--- src/rtl/cic_sched_pkg.sv ---
// Shared state/source types and framing constants for the CIC readout scheduler.
package cic_sched_pkg;

  typedef enum logic [1:0] {
    ST_IDLE = 2'd0,
    ST_HDR  = 2'd1,
    ST_DATA = 2'd2
  } sched_state_e;

  typedef enum logic {
    SRC_S0 = 1'b0,
    SRC_S1 = 1'b1
  } src_id_e;

  localparam logic HDR_SYNC = 1'b1;
  localparam int   S0_BYTES = 2;
  localparam int   S1_BYTES = 3;
  localparam int   SHIFT_W  = 8 * S1_BYTES;

  function automatic logic [7:0] hdr_byte(input src_id_e src, input logic pend);
    return {HDR_SYNC, src, pend, 5'b0};
  endfunction

endpackage

--- src/rtl/cic_sample_holder.sv ---
// One-entry sample holder: loads on strobe when empty or being freed, flags overrun when a strobe finds it full.
module cic_sample_holder
  import cic_sched_pkg::*;
#(
  parameter int WIDTH = 10
) (
  input  logic             clk_i,
  input  logic             rst_i,
  input  logic             load_i,
  input  logic [WIDTH-1:0] data_i,
  input  logic             free_i,
  output logic             full_o,
  output logic [WIDTH-1:0] data_o,
  output logic             overrun_o
);

  logic             full_q, full_d;
  logic [WIDTH-1:0] data_q, data_d;
  logic             accept;

  // A holder being drained this cycle can take the new sample without loss.
  assign accept    = load_i && (!full_q || free_i);
  assign overrun_o = load_i && full_q && !free_i;

  always_comb begin
    full_d = full_q;
    data_d = data_q;
    if (accept) begin
      full_d = 1'b1;
      data_d = data_i;
    end else if (free_i) begin
      full_d = 1'b0;
    end
  end

  always_ff @(posedge clk_i) begin
    if (rst_i) begin
      full_q <= 1'b0;
      data_q <= '0;
    end else begin
      full_q <= full_d;
      data_q <= data_d;
    end
  end

  assign full_o = full_q;
  assign data_o = data_q;

endmodule

--- src/rtl/cic_readout_scheduler.sv ---
// Round-robin framer of two CIC sample streams into header+data bytes over valid/ready; header one cycle after capture.
// Optional CIC_SCHED_OVR_COUNT_EN adds a saturating 8-bit dropped-sample counter on ovr_cnt_o.
module cic_readout_scheduler
  import cic_sched_pkg::*;
#(
  parameter int W0 = 10,
  parameter int W1 = 20
) (
  input  logic          clk_i,
  input  logic          rst_i,
  input  logic          s0_valid_i,
  input  logic [W0-1:0] s0_data_i,
  input  logic          s1_valid_i,
  input  logic [W1-1:0] s1_data_i,
  input  logic [1:0]    src_en_i,
  output logic [7:0]    byte_o,
  output logic          byte_valid_o,
  input  logic          byte_ready_i,
  output logic          frame_last_o,
  output logic          busy_o,
  output logic [1:0]    ovr_o,
  input  logic          ovr_clr_i
`ifdef CIC_SCHED_OVR_COUNT_EN
  ,
  output logic [7:0]    ovr_cnt_o
`endif
);

  sched_state_e         state_q, state_d;
  src_id_e              rr_q, rr_d, gsrc;
  logic [1:0]           pend_q, pend_d, ovr_q, ovr_d;
  logic [7:0]           byte_q, byte_d;
  logic                 vld_q, vld_d, last_q, last_d;
  logic [SHIFT_W-1:0]   sh_q, sh_d;
  logic [1:0]           rem_q, rem_d;
  logic [1:0]           full, overrun, free;
  logic [W0-1:0]        h0_data;
  logic [W1-1:0]        h1_data;
  logic                 xfer, frame_done, grant;

  cic_sample_holder #(.WIDTH(W0)) u_hold0 (
    .clk_i(clk_i), .rst_i(rst_i), .load_i(s0_valid_i && src_en_i[0]), .data_i(s0_data_i),
    .free_i(free[0]), .full_o(full[0]), .data_o(h0_data), .overrun_o(overrun[0])
  );

  cic_sample_holder #(.WIDTH(W1)) u_hold1 (
    .clk_i(clk_i), .rst_i(rst_i), .load_i(s1_valid_i && src_en_i[1]), .data_i(s1_data_i),
    .free_i(free[1]), .full_o(full[1]), .data_o(h1_data), .overrun_o(overrun[1])
  );

  assign xfer       = vld_q && byte_ready_i;
  assign frame_done = (state_q == ST_DATA) && xfer && last_q;
  // Granting straight out of the final data byte is what keeps back-to-back frames bubble-free.
  assign grant      = (|full) && ((state_q == ST_IDLE) || frame_done);
  assign gsrc       = (&full) ? rr_q : (full[1] ? SRC_S1 : SRC_S0);
  assign free       = grant ? ((gsrc == SRC_S1) ? 2'b10 : 2'b01) : 2'b00;

  always_ff @(posedge clk_i) begin
    if (rst_i) begin
      state_q <= ST_IDLE;
      rr_q    <= SRC_S0;
      pend_q  <= 2'b00;
      ovr_q   <= 2'b00;
      byte_q  <= 8'h00;
      vld_q   <= 1'b0;
      last_q  <= 1'b0;
      sh_q    <= '0;
      rem_q   <= 2'd0;
    end else begin
      state_q <= state_d;
      rr_q    <= rr_d;
      pend_q  <= pend_d;
      ovr_q   <= ovr_d;
      byte_q  <= byte_d;
      vld_q   <= vld_d;
      last_q  <= last_d;
      sh_q    <= sh_d;
      rem_q   <= rem_d;
    end
  end

  always_comb begin
    state_d = state_q;
    case (state_q)
      ST_IDLE: if (|full) state_d = ST_HDR;
      ST_HDR:  if (xfer) state_d = ST_DATA;
      ST_DATA: if (frame_done) state_d = (|full) ? ST_HDR : ST_IDLE;
      default: state_d = ST_IDLE;
    endcase
  end

  always_comb begin
    byte_d = byte_q;
    vld_d  = vld_q;
    last_d = last_q;
    sh_d   = sh_q;
    rem_d  = rem_q;
    rr_d   = rr_q;
    pend_d = (pend_q & ~free) | overrun;
    ovr_d  = ovr_clr_i ? 2'b00 : (ovr_q | overrun);
    if (grant) begin
      byte_d = hdr_byte(gsrc, pend_q[gsrc]);
      vld_d  = 1'b1;
      last_d = 1'b0;
      rr_d   = (gsrc == SRC_S0) ? SRC_S1 : SRC_S0;
      // Data is left-aligned so every source drains from the top byte.
      if (gsrc == SRC_S1) begin
        sh_d  = SHIFT_W'(h1_data);
        rem_d = 2'(S1_BYTES);
      end else begin
        sh_d  = SHIFT_W'(h0_data) << (8 * (S1_BYTES - S0_BYTES));
        rem_d = 2'(S0_BYTES);
      end
    end else if (xfer && !last_q) begin
      byte_d = sh_q[SHIFT_W-1 -: 8];
      sh_d   = sh_q << 8;
      rem_d  = rem_q - 2'd1;
      last_d = (rem_q == 2'd1);
    end else if (xfer) begin
      byte_d = 8'h00;
      vld_d  = 1'b0;
      last_d = 1'b0;
    end
  end

`ifdef CIC_SCHED_OVR_COUNT_EN
  logic [7:0] cnt_q, cnt_d;
  logic [8:0] cnt_sum;

  always_comb begin
    cnt_sum = {1'b0, cnt_q} + 9'(overrun[0]) + 9'(overrun[1]);
    cnt_d   = ovr_clr_i ? 8'd0 : ((cnt_sum > 9'd255) ? 8'hFF : cnt_sum[7:0]);
  end

  always_ff @(posedge clk_i) begin
    if (rst_i) cnt_q <= 8'd0;
    else       cnt_q <= cnt_d;
  end

  assign ovr_cnt_o = cnt_q;
`endif

  assign byte_o       = byte_q;
  assign byte_valid_o = vld_q;
  assign frame_last_o = last_q;
  assign busy_o       = (state_q != ST_IDLE);
  assign ovr_o        = ovr_q;

endmodule

--- config.mk ---
export PLATFORM = sky130hd
export DESIGN_NAME = cic_readout_scheduler
export DESIGN_NICKNAME = d
export VERILOG_FILES = /design/src/rtl/cic_sched_pkg.sv /design/src/rtl/cic_sample_holder.sv /design/src/rtl/cic_readout_scheduler.sv
export SDC_FILE = /design/constraint.sdc
export NUM_CORES = 1
export LEC_CHECK = 0
export BUFFER_PORTS_ARGS = -buffer_cell sky130_fd_sc_hd__buf_4
export CAP_MARGIN = 0
export CORE_UTILIZATION = 45
export CTS_CLUSTER_DIAMETER = 120
export DETAILED_ROUTE_END_ITERATION = 7
export PLACE_DENSITY = 0.66
export SYNTH_ARGS = -nofsm -noshare
export SYNTH_HDL_FRONTEND = slang
export SYNTH_SLANG_ARGS = --single-unit
--- constraint.sdc ---
create_clock -name clk_i -period 2.3 [get_ports clk_i]
set_input_delay 0.23 -clock clk_i [delete_from_list [all_inputs] [get_ports clk_i]]
set_output_delay 0.23 -clock clk_i [all_outputs]
set_load 0.1 [all_outputs]
==> summary.md, run 1 <==
| Metric | Value |
|---|---|
| Vias in the first global route | `2427` |
| # IOs | `slightly above 50` |
| Clk network pwr share | `about a third` |
| Die area | `roughly 7400 µm²` |
| Global-route wire length before repair | `around 12 mm` |
| # setup viols final | `0` |
| Clock tree sinks | `between 70 and 80` |
| Synth Register Bits | `75` |
| Mapped cell area | `roughly 3200 µm²` |
| Pwr/cell area | `approximately 740 nW/µm²` |
| Final Cell Area | `about 3800 µm²` |
| Max FO, Critical Path | `12` |
| Global-route met1 utilization | `27.3%` |
| Pins Over Slew Limit | `0` |
| Maximum clock insertion buffer count | `2` |
| Reg clk slew, reported paths | `0.07 ns` |
| Total power draw | `around 0.0028 W` |
| Later-pin clock latency in the skew report | `between 0.3 and 0.4 ns` |
| Initial antenna violation count | `0` |
| Sequential share of the synthesized area | `a little under half` |
| Port Buffer Count | `50` |
| Drt wl/cell | `14.4 µm` |
| 1st-iter DRT viols | `between 150 and 200` |
| Via count | `roughly 2600` |
| Routed WL | `between 7 and 8 mm` |
| Initial core utilization | `46.7%` |
| Grt total ovfl | `0` |
| Final ANT Viol Nets | `0` |
| Gp weighted congestion | `0.806` |
| Most frequent cells in the layout | `dfxtp_1 (75), nor2_1 (71), buf_4 (62), mux2i_1 (30), nand2_1 (20)` |
| Worst Skew | `roughly 0.0075 ns` |
| Status | `completed` |
| DR pass1 iterations | `4` |
| Leakage | `1.63 nW` |
| Cell Int Power | `a little under 0.002 W` |
| Ys async rst share | `0%` |
| Worst Hold Class | `in -> reg` |
| Synth Instances | `340` |
| Hold Buf Count CTS | `0` |
| Sw Share | `between 20% and 30%` |
| Nets | `between 400 and 500` |
| Worst-margin pin slew | `just over 0.8 ns` |
| Resize count post-CTS | `0` |
| Crit path required time | `2.52 ns` |
| Row count | `30` |
| RR Startpoint | `frame_last_o$_SDFFE_PP0P_` |
| Remaining DRCs | `0` |
| Die width | `about 86 µm` |
| Sink of the worst hold path | `ovr_o[0]$_SDFF_PP0_` |
| Layer with the highest usage | `met2` |
| CP arrival | `about 2 ns` |
| Final cell count without fillers | `486` |
| Met2 GRT Util | `33.3%` |
| Layout cells sized above 1 | `~24%` |
| Post-layout min period | `approximately 1.8 ns` |
| Synthesis-to-finish area growth | `19.1%` |
| Clock Tree Root | `clkbuf_8` |
| R2R Path End | `sh_q[9]$_SDFFE_PP0P_` |
| VDD IR max | `just over 400 µV` |
| Utilization after layout | `between 50% and 60%` |
| Setup TNS | `0 ns` |
| Largest net degree at the start of global routing | `41` |
| Yosys warns | `0` |
| H-Tree Depth | `3` |
| Final Cycle Share | `79.6%` |
| Post-CTS Setup Bufs | `0` |
| Number of flops mapped to enable cells by yosys | `0` |
| # diodes | `0` |
| Critical path class | `reg -> reg` |
| Synth Net Count | `between 300 and 400` |
| F_max | `around 550 MHz` |
| Combinational power share | `between 15 and 20%` |
| RSZ-0062 raised after global routing | `false` |
| Num CTS Buffers | `9` |
| CTS tree | `yes` |
| Seq pwr share | `roughly half` |
| Area after DPL | `between 3000 and 4000 µm²` |
| Reg2Reg Setup Slack | `between 0.4 and 0.5 ns` |
| Setup crit end kind | `flip-flop` |
| Yosys cell types | `47` |
| Relative slew slack | `45.0%` |
| Syn Area/Cell | `~9.4 µm²` |
| Dpl hpwl | `~4.9 mm` |
| Die height | `around 86 µm` |
| Main synth FF type | `dfxtp_1` |
| R2R depth | `4` |
| Total track usage | `20.7%` |
| Commonest non-fill, non-tap cell in the layout | `dfxtp_1` |
| Core area | `around 7000 µm²` |
| Placed cell count | `470` |
| Global-route met3 utilization | `roughly 5.7%` |
| Startpoint of the worst hold path | `ovr_clr_i` |
| Max-cap violations | `0` |
| Final hold vios | `0` |
| Hold Path Depth | `2` |
| Startpoint types | `flip-flop` |
| P_sw | `around 0.0008 W` |
| Vias per std cell | `between 5 and 6` |
through the flow:
step                      hold WS [ns]  setup slack, ns
after floorplan                  0.309           0.0357
after global placement           0.405            0.498
after detailed placement         0.412            0.474
after CTS                       0.0391            0.456
after global routing            0.0455            0.218
final                           0.0556            0.468
kinds of logic (layout without fill, tap and decap cells):
group,Yosys count,after routing,share of synthesized area (%)
buf+inv,32,82,5.10
flops,75,75,47.1
fa+ha+maj,1,1,0.392
simple gates,125,125,18.7
mux,30,30,9.42
compound gates,77,77,19.3
power by group through the flow:
stage          Combinational [W]  Sequential, W  Clock [W]
2_1_floorplan           0.000299        0.00150          0
3_3_place_gp            0.000472        0.00146          0
3_5_place_dp            0.000478        0.00146          0
4_1_cts                 0.000479        0.00143   0.000913
5_1_grt                 0.000526        0.00144   0.000973
6_report                0.000477        0.00143   0.000887
cells in the mapped netlist, drive strengths merged, types with 4 or more instances:
| library cell | n | area, µm² |
|---|---|---|
| mux2i | 30 | 300 |
| nand3 | 5 | 37.5 |
| nor2 | 71 | 267 |
| inv | 4 | 15.0 |
| a22oi | 14 | 110 |
| o22a | 11 | 96.3 |
| a32oi | 10 | 87.6 |
| clkbuf | 13 | 48.8 |
| a211oi | 5 | 37.5 |
| a21oi | 15 | 75.1 |
| buf | 15 | 98.8 |
| nand2 | 20 | 75.1 |
| dfxtp | 75 | 1500 |
| nor3 | 15 | 125 |
routing by layer:
metal,vias up,routed length [µm]
met5,-,0
met4,0,65
met2,58,3310
li1,1302,-
met1,1200,3310
met3,7,330
flip-flops by register name, indices dropped and copies added (netlist names):
signal          count
byte_o              8
ovr_o               2
u_hold0.full_o      1
u_hold1.full_o      1
state_q             2
u_hold0.data_o     10
frame_last_o        1
pend_q              2
byte_valid_o        1
sh_q               24
rr_q                1
u_hold1.data_o     20
rem_q               2
final cells by class:
| type | instances | area, µm² |
|---|---|---|
| fill | 654 | 3030 |
| tap | 96 | 120 |
| inverter | 4 | 15.0 |
| multi-input combinational | 233 | 1520 |
| clock buffer | 12 | 145 |
| clock inverter | 4 | 26.3 |
| timing repair buffer | 62 | 465 |
| sequential | 75 | 1500 |
worst max-delay path by stage:
stage	start	endpoint	depth (start not counted)
detailed placement	frame_last_o$_SDFFE_PP0P_	sh_q[15]$_SDFFE_PP0P_	4
global route	frame_last_o$_SDFFE_PP0P_	sh_q[10]$_SDFFE_PP0P_	4
CTS	frame_last_o$_SDFFE_PP0P_	sh_q[9]$_SDFFE_PP0P_	4
global placement	frame_last_o$_SDFFE_PP0P_	sh_q[16]$_SDFFE_PP0P_	4
floorplan	byte_valid_o$_SDFFE_PP0P_	byte_o[5]$_SDFFE_PP0P_	6
finish	frame_last_o$_SDFFE_PP0P_	sh_q[9]$_SDFFE_PP0P_	4
critical path, stage by stage (launching register included):
cell and delay (ns):
dfxtp_1 0.42, and3_1 0.28, o21ai_1 0.67, o22a_1 0.29, nor3_2 0.05
Power figures use the tool's default switching activity.
==> run 2, diff against run 1 <==
--- a/config.mk
+++ b/config.mk
@@ -5,6 +5,7 @@
 export SDC_FILE = /design/constraint.sdc
 export NUM_CORES = 1
 export LEC_CHECK = 0
+export ABC_AREA = 1
 export BUFFER_PORTS_ARGS = -buffer_cell sky130_fd_sc_hd__buf_4
 export CAP_MARGIN = 0
 export CORE_UTILIZATION = 45
==> constraint.sdc (replaced) <==
create_clock -name clk_i -period 1.8 [get_ports clk_i]
set_input_delay 0.18 -clock clk_i [delete_from_list [all_inputs] [get_ports clk_i]]
set_output_delay 0.18 -clock clk_i [all_outputs]
set_load 0.1 [all_outputs]
==> summary.md, run 2 <==
| Metric | Value |
|---|---|
| Final hold vios | `0` |
| Syn Area/Cell | `7.10 µm²` |
| F_max | `between 600 and 700 MHz` |
| VDD IR max | `560 µV` |
| Later-pin clock latency in the skew report | `0.34 ns` |
| Post-CTS Setup Bufs | `0` |
| Reg2Reg Setup Slack | `0.20 ns` |
| Pwr/cell area | `~1000 nW/µm²` |
| Resize count post-CTS | `0` |
| Relative slew slack | `64.9%` |
| Vias per std cell | `between 4 and 5` |
| Main synth FF type | `dfxtp_1` |
| Final cell count without fillers | `between 500 and 600` |
| Mapped cell area | `3210 µm²` |
| R2R depth | `9` |
| Uppermost layer routed | `met4` |
| Setup TNS | `0 ns` |
| Via count | `about 2900` |
| Port Buffer Count | `50` |
| Hold Buf Count CTS | `0` |
| Core area | `~6800 µm²` |
| Synthesis-to-finish area growth | `19.6%` |
| Clock tree sinks | `75` |
| Sequential cell area | `roughly 1500 µm²` |
| Status | `completed` |
| Fin worst setup slack | `around 0.20 ns` |
| Synth Register Bits | `75` |
| Remaining DRCs | `0` |
| Met1 WL | `around 3.5 mm` |
| Worst Skew | `around 0.0043 ns` |
| Most frequent cells in the layout | `nand2_1 (133), dfxtp_1 (73), nand3_1 (63), a21oi_1 (59), buf_4 (59)` |
| Drt wl/cell | `11.8 µm` |
| Area after DPL | `roughly 3600 µm²` |
| Synth Net Count | `between 400 and 500` |
| P_sw | `0.00110 W` |
| Initial core utilization | `a little under half` |
| Multi-input combinational cell area | `approximately 1400 µm²` |
| Max reg flops | `24` |
| Most numerous cell in the Yosys netlist | `nand2_1` |
| Synth top area cells | `dfxtp_1 (47%), nand2_1 (16%), nand3_1 (9.8%), a21oi_1 (9.2%), inv_1 (3.9%)` |
| CTS tree | `yes` |
| Grt total ovfl | `0` |
| Met2 routed WL | `slightly above 3 mm` |
| Yosys cell types | `23` |
| Sw Share | `between 20 and 30%` |
| Reg clk slew, reported paths | `roughly 0.080 ns` |
| # IOs | `around 50` |
| Final ANT Viol Nets | `0` |
| Max FO, Critical Path | `22` |
| # setup viols final | `0` |
| Layout cells sized above 1 | `about a fifth` |
| Vias in the first global route | `approximately 2700` |
| Ys async rst share | `0%` |
| Top reg by flops | `sh_q` |
| Final Cycle Share | `around nine tenths` |
| Combinational power share | `around 17%` |
| Worst Hold Class | `in -> reg` |
| R2R Path End | `sh_q[8]$_SDFFE_PP0P_` |
| Dpl hpwl | `approximately 4.8 mm` |
| CP arrival | `1.89 ns` |
| Post-layout min period | `1.60 ns` |
| Crit path required time | `2.09 ns` |
| Clock Tree Root | `clkbuf_8` |
| Largest net degree at the start of global routing | `44` |
| Yosys warns | `0` |
| Cell Int Power | `0.00285 W` |
| Critical path class | `reg -> reg` |
| Post-synth top area share | `between 40% and 50%` |
| Die height | `around 86 µm` |
| Critical Path Start | `byte_valid_o$_SDFFE_PP0P_` |
| Clk network pwr share | `a little under two fifths` |
| Placed cell count | `between 500 and 600` |
| Global-route wire length before repair | `around 12 mm` |
| 1st-iter DRT viols | `121` |
| Worst-margin pin slew | `0.526 ns` |
| RSZ-0062 raised after global routing | `false` |
| Leakage | `between 1.5 and 2 nW` |
| Pins Over Slew Limit | `0` |
| Nets | `around 530` |
| Routed WL | `about 7 mm` |
| Maximum clock insertion buffer count | `2` |
| Seq pwr share | `between 40% and 50%` |
| CP endpoint | `sh_q[8]$_SDFFE_PP0P_` |
| Die width | `approximately 86 µm` |
| Sequential share of the synthesized area | `a little under half` |
| Number of flops mapped to enable cells by yosys | `0` |
| DR pass1 iterations | `4` |
| # diodes | `0` |
| H-Tree Depth | `3` |
| Total power draw | `0.00395 W` |
| Largest area contributor in the netlist | `dfxtp_1` |
| Synth Instances | `452` |
| Fill count | `723` |
| Max-cap violations | `0` |
| Num CTS Buffers | `9` |
| Initial antenna violation count | `0` |
| Met3 wire length | `between 200 and 300 µm` |
| RR Startpoint | `byte_valid_o$_SDFFE_PP0P_` |
| Total track usage | `20.5%` |
| Startpoint types | `flip-flop` |
| Setup crit end kind | `flip-flop` |
| Commonest non-fill, non-tap cell in the layout | `nand2_1` |
| Die area | `between 7000 and 8000 µm²` |
| Final Cell Area | `approximately 3800 µm²` |
| Row count | `30` |
| Gp weighted congestion | `a little under 0.8` |
| Placement Setup Slack | `0.177 ns` |
| Top post-synthesis cells by count | `nand2_1 (134), dfxtp_1 (75), nand3_1 (63)` |
-- run 2: cell types whose count changed after synthesis, moves of 29 or more --
cell,change
nor2_1,-48
inv_1,+29
nand2_1,+114
a21oi_1,+44
nand3_1,+59
mux2i_1,-30
-- run 2: per-stage QoR --
stage               hold slack (ns)  util [%]
floorplan                     0.344         -
global placement              0.445      52.8
detailed placement            0.445      52.8
CTS                          0.0716      56.1
global route                 0.0820      56.2
finish                       0.0847      56.2
-- run 2: routing by layer --
layer | global-route usage (%) | vias to the layer above
li1 | - | 1529
met2 | 32.3 | 54
met1 | 27.3 | 1292
met4 | 8.18 | 0
met3 | 4.57 | 7
met5 | 0 | -
-- run 2: power groups by stage --
stage          clock network (W)  logic (W)  registers, W
2_1_floorplan                  0   0.000452       0.00193
3_3_place_gp                   0   0.000671       0.00186
3_5_place_dp                   0   0.000680       0.00186
4_1_cts                  0.00147   0.000683       0.00182
5_1_grt                  0.00153   0.000758       0.00183
6_report                 0.00145   0.000679       0.00182
-- run 2: area by class of cell --
cell class | instances | share of cell area, %
Multi-Input combinational cell | 310 | 36.5
Timing Repair Buffer | 59 | 11.5
Clock buffer | 11 | 3.95
Tap cell | 96 | 3.13
Inverter | 38 | 3.72
Sequential cell | 75 | 39.2
Clock inverter | 5 | 1.96
-- run 2: worst max-delay path, stage by stage (launching register included) --
cell     delay, ns
dfxtp_2       0.35
nand3_1       0.12
nand2_2       0.14
nand3_2       0.09
buf_4         0.23
inv_2         0.29
nand2_1       0.09
nand3_1       0.09
nand3_1       0.07
inv_1         0.05
-- run 2: worst min-delay path by stage --
stage	startpoint	to	slack, ns	cells after the start
2_1_floorplan	s1_data_i[10]	u_hold1.data_o[10]$_SDFFE_PP0P_	0.34	2
4_1_cts	ovr_clr_i	ovr_o[1]$_SDFF_PP0_	0.07	3
5_1_grt	ovr_clr_i	ovr_o[1]$_SDFF_PP0_	0.08	3
6_report	ovr_clr_i	ovr_o[1]$_SDFF_PP0_	0.08	3
3_5_place_dp	ovr_clr_i	ovr_o[0]$_SDFF_PP0_	0.45	3
3_3_place_gp	ovr_clr_i	ovr_o[1]$_SDFF_PP0_	0.45	3
-- run 2: cells by family after synthesis --
| family | synth area share [%] |
|---|---|
| compound gates | 11.3 |
| fa+ha+maj | 0.390 |
| buf+inv | 9.63 |
| flops | 46.8 |
| simple gates | 31.9 |
